<file path="src/rtl/rv_mem_arb_if.sv">
// rtl/rv_mem_arb_if.sv - core-side request ports and memory-side bus of the arbiter
interface rv_mem_arb_if;
  logic [31:0] i_adr;
  logic        i_re;
  logic [31:0] i_dr;
  logic        i_rdy;
  logic [31:0] d_adr;
  logic        d_re;
  logic [31:0] d_dw;
  logic [3:0]  d_we;
  logic [31:0] d_dr;
  logic        d_rdy;
  logic        m_req;
  logic [31:0] m_adr;
  logic [3:0]  m_we;
  logic [31:0] m_dw;
  logic [31:0] m_dr;
  logic        m_ack;
  logic        err;

  modport slave (
    input  i_adr, i_re, d_adr, d_re, d_dw, d_we, m_dr, m_ack,
    output i_dr, i_rdy, d_dr, d_rdy, m_req, m_adr, m_we, m_dw, err
  );

  modport master (
    output i_adr, i_re, d_adr, d_re, d_dw, d_we, m_dr, m_ack,
    input  i_dr, i_rdy, d_dr, d_rdy, m_req, m_adr, m_we, m_dw, err
  );
endinterface

</file>
<file path="src/rtl/rv_mem_arb.sv">
// rtl/rv_mem_arb.sv - single-port memory arbiter for instruction/data requests
// Data access is always issued before instruction access; both sides complete together in DONE.
module rv_mem_arb #(
  parameter int          TMO    = 255,
  parameter logic [31:0] MTBASE = 32'hffff8000
) (
  input logic          clk,
  input logic          xreset,
  rv_mem_arb_if.slave  bus
);
  localparam int CW = $clog2(TMO + 1);

  typedef enum logic [1:0] {IDLE, DACC, IACC, DONE} state_t;

  state_t      state, state_nx;
  logic        ilat;
  logic [31:0] dadr_q, ddw_q, iadr_q;
  logic [3:0]  dwe_q;
  logic [31:0] dhold, ihold;
  logic [31:0] i_dr_q, d_dr_q;
  logic        err_q;
  logic [CW-1:0] cnt;

  logic dreq, ireq, in_mt, tmo_hit, fin;

  assign dreq    = bus.d_re | (bus.d_we != 4'b0000);
  assign ireq    = bus.i_re;
  // Unsigned difference wraps for addresses below the window, so one compare covers both ends.
  assign in_mt   = (bus.d_adr - MTBASE) < 32'd16;
  assign tmo_hit = (cnt == CW'(TMO - 1));
  assign fin     = bus.m_ack | tmo_hit;

  always_comb begin
    state_nx = state;
    case (state)
      IDLE: begin
        if (dreq && !in_mt) state_nx = DACC;
        else if (ireq)      state_nx = IACC;
        else if (dreq)      state_nx = DONE;
      end
      DACC:    if (fin) state_nx = ilat ? IACC : DONE;
      IACC:    if (fin) state_nx = DONE;
      default: state_nx = IDLE;
    endcase
  end

  always_comb begin
    bus.m_req = 1'b0;
    bus.m_adr = 32'd0;
    bus.m_we  = 4'b0000;
    bus.m_dw  = 32'd0;
    case (state)
      DACC: begin
        bus.m_req = 1'b1;
        bus.m_adr = dadr_q & ~32'h3;
        bus.m_we  = dwe_q;
        bus.m_dw  = ddw_q;
      end
      IACC: begin
        bus.m_req = 1'b1;
        bus.m_adr = iadr_q & ~32'h3;
      end
      default: ;
    endcase
  end

  assign bus.i_rdy = (state == DONE);
  assign bus.d_rdy = (state == DONE);
  assign bus.i_dr  = i_dr_q;
  assign bus.d_dr  = d_dr_q;
  assign bus.err   = err_q;

  always_ff @(posedge clk) begin
    if (!xreset) begin
      state  <= IDLE;
      ilat   <= 1'b0;
      dadr_q <= 32'd0;
      ddw_q  <= 32'd0;
      dwe_q  <= 4'b0000;
      iadr_q <= 32'd0;
      dhold  <= 32'd0;
      ihold  <= 32'd0;
      i_dr_q <= 32'd0;
      d_dr_q <= 32'd0;
      err_q  <= 1'b0;
      cnt    <= '0;
    end else begin
      state <= state_nx;
      case (state)
        IDLE: begin
          ilat   <= ireq;
          dadr_q <= bus.d_adr;
          ddw_q  <= bus.d_dw;
          dwe_q  <= bus.d_we;
          iadr_q <= bus.i_adr;
          cnt    <= '0;
          if (dreq && in_mt) dhold <= 32'd0;
        end
        DACC: begin
          if (fin) begin
            cnt <= '0;
            if (!bus.m_ack)              dhold <= 32'hdeadbeef;
            else if (dwe_q != 4'b0000)   dhold <= 32'd0;
            else                         dhold <= bus.m_dr;
            if (!bus.m_ack) err_q <= 1'b1;
          end else begin
            cnt <= cnt + CW'(1);
          end
        end
        IACC: begin
          if (fin) begin
            cnt   <= '0;
            ihold <= bus.m_ack ? bus.m_dr : 32'hdeadbeef;
            if (!bus.m_ack) err_q <= 1'b1;
          end else begin
            cnt <= cnt + CW'(1);
          end
        end
        default: begin
          i_dr_q <= ihold;
          d_dr_q <= dhold;
        end
      endcase
    end
  end
endmodule
</file>
<file path="src/flat_wrapper.sv">
// flat-port wrapper written by rule: the top's interface ports become plain ports
module rv_mem_arb_flat 
#(
  parameter int          TMO    = 255,
  parameter logic [31:0] MTBASE = 32'hffff8000
)
  (clk, xreset, bus_i_adr, bus_i_re, bus_d_adr, bus_d_re, bus_d_dw, bus_d_we, bus_m_dr, bus_m_ack, bus_i_dr, bus_i_rdy, bus_d_dr, bus_d_rdy, bus_m_req, bus_m_adr, bus_m_we, bus_m_dw, bus_err);
  rv_mem_arb_if bus_i ();
  input logic clk;
  input logic xreset;
  input wire logic [$bits(bus_i.i_adr)-1:0] bus_i_adr;
  input wire logic [$bits(bus_i.i_re)-1:0] bus_i_re;
  input wire logic [$bits(bus_i.d_adr)-1:0] bus_d_adr;
  input wire logic [$bits(bus_i.d_re)-1:0] bus_d_re;
  input wire logic [$bits(bus_i.d_dw)-1:0] bus_d_dw;
  input wire logic [$bits(bus_i.d_we)-1:0] bus_d_we;
  input wire logic [$bits(bus_i.m_dr)-1:0] bus_m_dr;
  input wire logic [$bits(bus_i.m_ack)-1:0] bus_m_ack;
  output wire logic [$bits(bus_i.i_dr)-1:0] bus_i_dr;
  output wire logic [$bits(bus_i.i_rdy)-1:0] bus_i_rdy;
  output wire logic [$bits(bus_i.d_dr)-1:0] bus_d_dr;
  output wire logic [$bits(bus_i.d_rdy)-1:0] bus_d_rdy;
  output wire logic [$bits(bus_i.m_req)-1:0] bus_m_req;
  output wire logic [$bits(bus_i.m_adr)-1:0] bus_m_adr;
  output wire logic [$bits(bus_i.m_we)-1:0] bus_m_we;
  output wire logic [$bits(bus_i.m_dw)-1:0] bus_m_dw;
  output wire logic [$bits(bus_i.err)-1:0] bus_err;
  assign bus_i.i_adr = bus_i_adr;
  assign bus_i.i_re = bus_i_re;
  assign bus_i.d_adr = bus_d_adr;
  assign bus_i.d_re = bus_d_re;
  assign bus_i.d_dw = bus_d_dw;
  assign bus_i.d_we = bus_d_we;
  assign bus_i.m_dr = bus_m_dr;
  assign bus_i.m_ack = bus_m_ack;
  assign bus_i_dr = bus_i.i_dr;
  assign bus_i_rdy = bus_i.i_rdy;
  assign bus_d_dr = bus_i.d_dr;
  assign bus_d_rdy = bus_i.d_rdy;
  assign bus_m_req = bus_i.m_req;
  assign bus_m_adr = bus_i.m_adr;
  assign bus_m_we = bus_i.m_we;
  assign bus_m_dw = bus_i.m_dw;
  assign bus_err = bus_i.err;
  rv_mem_arb #(.TMO(TMO), .MTBASE(MTBASE)) u_core (.clk(clk), .xreset(xreset), .bus(bus_i));
endmodule
</file>
<file path="config.mk">
export PLATFORM = sky130hd
export DESIGN_NAME = rv_mem_arb_flat
export DESIGN_NICKNAME = d
export VERILOG_FILES = /design/src/rtl/rv_mem_arb_if.sv /design/src/rtl/rv_mem_arb.sv /design/src/flat_wrapper.sv
export SDC_FILE = /design/constraint.sdc
export NUM_CORES = 1
export LEC_CHECK = 0
export CORE_ASPECT_RATIO = 0.75
export CORE_UTILIZATION = 50
export CTS_CLUSTER_DIAMETER = 40
export DETAILED_ROUTE_END_ITERATION = 6
export GPL_TIMING_DRIVEN = 0
export PLACE_DENSITY = 0.92
export SYNTH_ARGS = -nofsm -noshare
export SYNTH_HDL_FRONTEND = slang
export SYNTH_SLANG_ARGS = --single-unit
</file>
<file path="constraint.sdc">
create_clock -name clk -period 7.5 [get_ports clk]
set_input_delay 1.5 -clock clk [delete_from_list [all_inputs] [get_ports clk]]
set_output_delay 1.5 -clock clk [all_outputs]
set_load 0.1 [all_outputs]
</file>
---- Word-level counts from Yosys, hierarchy flattened ----
Cells that the tools add are included.
storage, ports and cells
  flip-flop bits (word level) ............. 240
  latch bits .............................. 0
  RAM bits ................................ 0
  memory bits (read-only) ................. 0
  input bits .............................. 137
  output and inout bits ................... 136
  logic and storage cells ................. 59
  memories kept ........................... 0
cells by class
  add/subtract/negate cells ............... 2
  $mul .................................... 0
  divide/modulo/power cells ............... 0
  magnitude comparators ................... 1
  eq/ne operators ......................... 8
  shift operators ......................... 0
  muxes and demuxes ....................... 19
  bitwise logic cells ..................... 3
  reductions and logical operators ........ 14
operators with widths
  cell                    count
  $mux 32                 6
  $pmux 32 s2             2
  $lt 32x5->1 const B     1
  $sub 32x32->32 const B  1
  $pmux 8 s2              1
  $mux 2                  5
  $reduce_and 3->1        3
  $add 8x1->8 const B     1
  $eq 8x8->1 const B      1
  $mux 8                  1
  $reduce_bool 4->1       2
  $ne 2x1->1 const B      3
  $pmux 2 s3              1
  $eq 2x2->1 const B      2
  $mux 4                  1
  $ne 4x2->1 const B      1
  $reduce_bool 2->1       2
  $reduce_or 3->1         1
  $eq 2x1->1 const B      1
  $logic_and 1x1->1       2
  $logic_not 2->1         1
  $mux 1                  2
  $or 1x1->1              2
  $reduce_and 2->1        1
  other kinds (3)         3

---- Longest topological paths before layout ----
  depth after elaboration ................. 6
  depth in mapped cells ................... 11
  mapped depth without buffers ............ 8

---- Least setup slack after synthesis ----
OpenSTA, ideal clock, no wires.
  path kind ............................... register to output
  start point ............................. register u_core.state[0]
  end point ............................... output port bus_m_adr[10]
  data arrival time ....................... 3.011 ns
  data required time ...................... 6.000 ns
  path slack .............................. 2.989 ns
  cell stages (with the launch flop) ...... 5
  path buffers ............................ 1
  cells stage by stage .................... dfxtp_1 -> inv_1 -> ha_1 -> clkbuf_1 -> nor2b_1
on the way
  cells in the longest elaborated chain, start to end .. 2
  elaborated cells between the ends (all ways) .. 3
  classes of those cells .................. 2 x eq/ne; 1 x mux
RTL lines
  element                                          RTL line            text
  start: declaration                               rv_mem_arb.sv:15    state_t state, state_nx;
  start signal: assignment                         rv_mem_arb.sv:88    state <= state_nx;
  $eq 2x2->1 / $eq 2x1->1 (equally long branches)  rv_mem_arb.sv:52    case (state)
  $pmux 32 s2 (*)                                  rv_mem_arb.sv:52
  end: declaration                                 flat_wrapper.sv:24  output wire logic [$bits(bus_i.m_adr)-1:0] bus_m_adr;
Every way passes the cells marked *; elsewhere a longest branch is shown, timed or not.

---- Worst setup path after layout ----
  start point ............................. register u_core.state[1]
  end point ............................... output port bus_m_adr[26]
Same word-level chain as after synthesis.

==> impl_metrics.env <==
export IMPL_tritoncts="built"
export IMPL_fin_nets=1571
export IMPL_skew_ns=0.0117
export IMPL_areaGrowthSynthToFinish_pct=36.3
export IMPL_synth_edf_count=0
export IMPL_gp_congestion=0.954
export IMPL_grt_max_degree=16
export IMPL_antenna_found_initial=1
export IMPL_path_cells="inv_1 -> ha_1 -> clkbuf_1 -> clkbuf_1 -> buf_1 -> a22oi_1 -> nor2b_1 -> clkdlybuf4s50_1"
export IMPL_fin_area_sq_um=14800
export IMPL_layout_setup_ws_ns=2.07
export IMPL_dieArea_sq_um=22200
export IMPL_cts_path_max_buffers=3
export IMPL_die_w_um=172
export IMPL_crit_type="reg2out"
export IMPL_power_share_sequential=0.320
export IMPL_grt_pass1_vias=9414
export IMPL_rsz0062_at_grt="false"
export IMPL_critPathLaunchType="register"
export IMPL_synth_area_leaders="dfxtp_1 (44%), mux2i_1 (15%), nor2b_1 (12%)"
export IMPL_syn_area_per_cell_sq_um=9.54
export IMPL_routedWlPerCell_um=19.6
export IMPL_synth_top_flop_cell="dfxtp_1"
export IMPL_ir_drop_v=0.000238
export IMPL_design_core_area_sq_um=21200
export IMPL_postCtsSetupBuffers=0
export IMPL_crit_required_ns=6.00
export IMPL_maxCapViolCount=0
export IMPL_status="complete, no violations"
export IMPL_p_clk_frac=0.292
export IMPL_hp_class="reg2reg"
export IMPL_rows=46
export IMPL_p_leak_nw=5.24
export IMPL_end_kind="output port"
export IMPL_ctsResizeCount=0
export IMPL_fmax_mhz=184
export IMPL_synthCells=1135
export IMPL_ys_async_sr_fraction=0
export IMPL_finalSetupTns_ns=0
export IMPL_cts_root_buffer="clkbuf_16"
export IMPL_yosysUniqueCellTypes=50
export IMPL_internal_power_mw=2.91
export IMPL_mostFrequentLayoutCells="clkdlybuf4s50_1 (259), dfxtp_1 (236), nor2b_1 (201), mux2i_1 (161), clkbuf_1 (90)"
export IMPL_hold_buffers=0
export IMPL_clkLatencyLatePin_ns=0.56
export IMPL_routed_wl_um=34100
export IMPL_clk_pin_slew_worst_paths_ns=0.06
export IMPL_drv_slew=0
export IMPL_vias_per_cell=5.70
export IMPL_layout_commonest_cell="clkdlybuf4s50_1"
export IMPL_drtIter0Drc=885
export IMPL_worstMarginPinSlew_ns=1.23
export IMPL_hpwl_um=25300
export IMPL_max_slew_margin=0.175
export IMPL_hold_viol=0
export IMPL_cts_htree_levels=1
export IMPL_die_h_um=129
export IMPL_synth_seq_cells=236
export IMPL_layout_drive_gt1_share=0.0581
export IMPL_dr_pass1_iters=6
export IMPL_crit_slowest_cell="clkdlybuf4s50_1"
export IMPL_final_fill_count=1623
export IMPL_slowest_delay_ns=1.17
export IMPL_finalCritPeriodShare=0.724
export IMPL_crit_top_cell="clkbuf_1"
export IMPL_syn_cell_area_sq_um=10800
export IMPL_post_place_ws_ns=2.52
export IMPL_grt_pass1_wl_um=51600
export IMPL_start_util=0.511
export IMPL_gr_usage_all_layers=0.299
export IMPL_p_per_area_nw_per_um2=328
export IMPL_cts_sinks=236
export IMPL_synth_top_area_share=0.436
export IMPL_power_mw=4.83
export IMPL_cp_arrival_ns=3.93
export IMPL_yosysTopAreaCell="dfxtp_1"
export IMPL_io_buffer_count=259
export IMPL_placed_cell_area_sq_um=13800
export IMPL_yosysWarnings=0
export IMPL_gr_total_overflow=0
export IMPL_min_period_ns=5.43
export IMPL_ios=273
export IMPL_worstPathMaxFanout=10
export IMPL_cts_buffers=29
export IMPL_vias=9902
export IMPL_p_sw_frac=0.399
export IMPL_synth_seq_area_share=0.436
export IMPL_drt_drc_violations_left=0
export IMPL_p_sw_mw=1.93
export IMPL_ant_nets=0
export IMPL_setup_viol=0
export IMPL_comb_power_share=0.388
==> synthesized netlist by cell type, types with 8 or more instances <==
| cell | n |
|---|---|
| a32oi_1 | 14 |
| nor2_1 | 32 |
| a31oi_1 | 10 |
| o21a_1 | 15 |
| nor3_1 | 15 |
| nand2_1 | 24 |
| nor3b_1 | 14 |
| nor2b_1 | 201 |
| mux2i_1 | 161 |
| nor4_1 | 14 |
| dfxtp_1 | 236 |
| a22oi_1 | 38 |
| o2111ai_1 | 10 |
| buf_1 | 15 |
| nand3_1 | 33 |
| clkbuf_1 | 87 |
| a21oi_1 | 10 |
| o21ai_0 | 49 |
| xnor2_1 | 8 |
| and2_1 | 40 |
| and3_1 | 9 |
| ha_1 | 8 |
| a2bb2oi_1 | 10 |
| o221a_2 | 24 |
==> registers in the layout (all words and copies together), names as in the netlist <==
register         cells
u_core.bus.d_dr     32
u_core.bus.err       1
u_core.bus.i_dr     32
u_core.cnt           8
u_core.dadr_q       30
u_core.ddw_q        32
u_core.dhold        32
u_core.dwe_q         4
u_core.iadr_q       30
u_core.ihold        32
u_core.ilat          1
u_core.state         2
==> power by group through the flow <==
| stage | combinational [mW] | sequential [mW] | clock [mW] |
|---|---|---|---|
| after floorplan | 1.37 | 1.56 | 0 |
| after global placement | 1.81 | 1.56 | 0 |
| after detailed placement | 1.85 | 1.57 | 0 |
| after CTS | 1.86 | 1.54 | 1.42 |
| after global routing | 1.97 | 1.57 | 1.47 |
| final | 1.87 | 1.55 | 1.41 |
==> worst max-delay path: cells and delay by family (launching register included) <==
family          cells  cell delay, ns
compound gates      1            0.17
fa+ha+maj           1            0.15
buf+inv             5            2.52
flops               1            0.36
simple gates        1            0.16
==> worst paths after layout <==
check | cells after the start | to | from | slack, ns
worst max-delay path | 8 | bus_m_adr[26] | u_core.state[1]$_SDFFE_PN0P_ | 2.07
worst min-delay path | 2 | u_core.dhold[21]$_SDFFE_PN0P_ | u_core.dhold[21]$_SDFFE_PN0P_ | 0.47
worst max register to register | 11 | u_core.dhold[18]$_SDFFE_PN0P_ | u_core.state[1]$_SDFFE_PN0P_ | 4.38
worst min register to register | 2 | u_core.dhold[21]$_SDFFE_PN0P_ | u_core.dhold[21]$_SDFFE_PN0P_ | 0.47
==> through the flow <==
stage	utilization	instances	hold WS (ns)
after CTS	0.696	1735	0.475
after floorplan	-	1136	0.447
after global routing	0.696	1735	0.495
final	0.696	1736	0.473
after global placement	0.651	1683	0.460
after detailed placement	0.651	1683	0.466
==> layout make-up <==
type                       count  area, sq um  area share
sequential                   236         4720       0.320
clock buffer                  35          778      0.0528
clock inverter                17          189      0.0128
tap                          288          360      0.0244
inverter                       7         26.3     0.00178
buffer                       108          420      0.0285
timing repair buffer         259         2590       0.176
antenna                        1         2.50    0.000170
multi-input combinational    785         5660       0.384
==> routing by layer <==
metal | global-route usage | vias up | wire [um]
met5 | 0 | - | 0
met4 | 0.113 | 0 | 1240
met3 | 0.0617 | 104 | 2930
met2 | 0.458 | 440 | 14800
met1 | 0.416 | 4746 | 15100
li1 | - | 4612 | -
==> logic make-up (layout without fill, tap and decap cells) <==
logic type | Yosys count | in the layout | synth area share
AO/OA/AOI/OAI | 194 | 194 | 0.133
XOR/XNOR | 12 | 12 | 0.00971
adder cells (fa/ha/maj) | 8 | 8 | 0.00925
buffers and inverters | 115 | 426 | 0.0413
flip-flops | 236 | 236 | 0.436
multiplexers | 162 | 162 | 0.150
other | 1 | 3 | 0.000346
AND/OR/NAND/NOR | 407 | 407 | 0.221
Note: power is estimated with default switching activity, not from simulation.
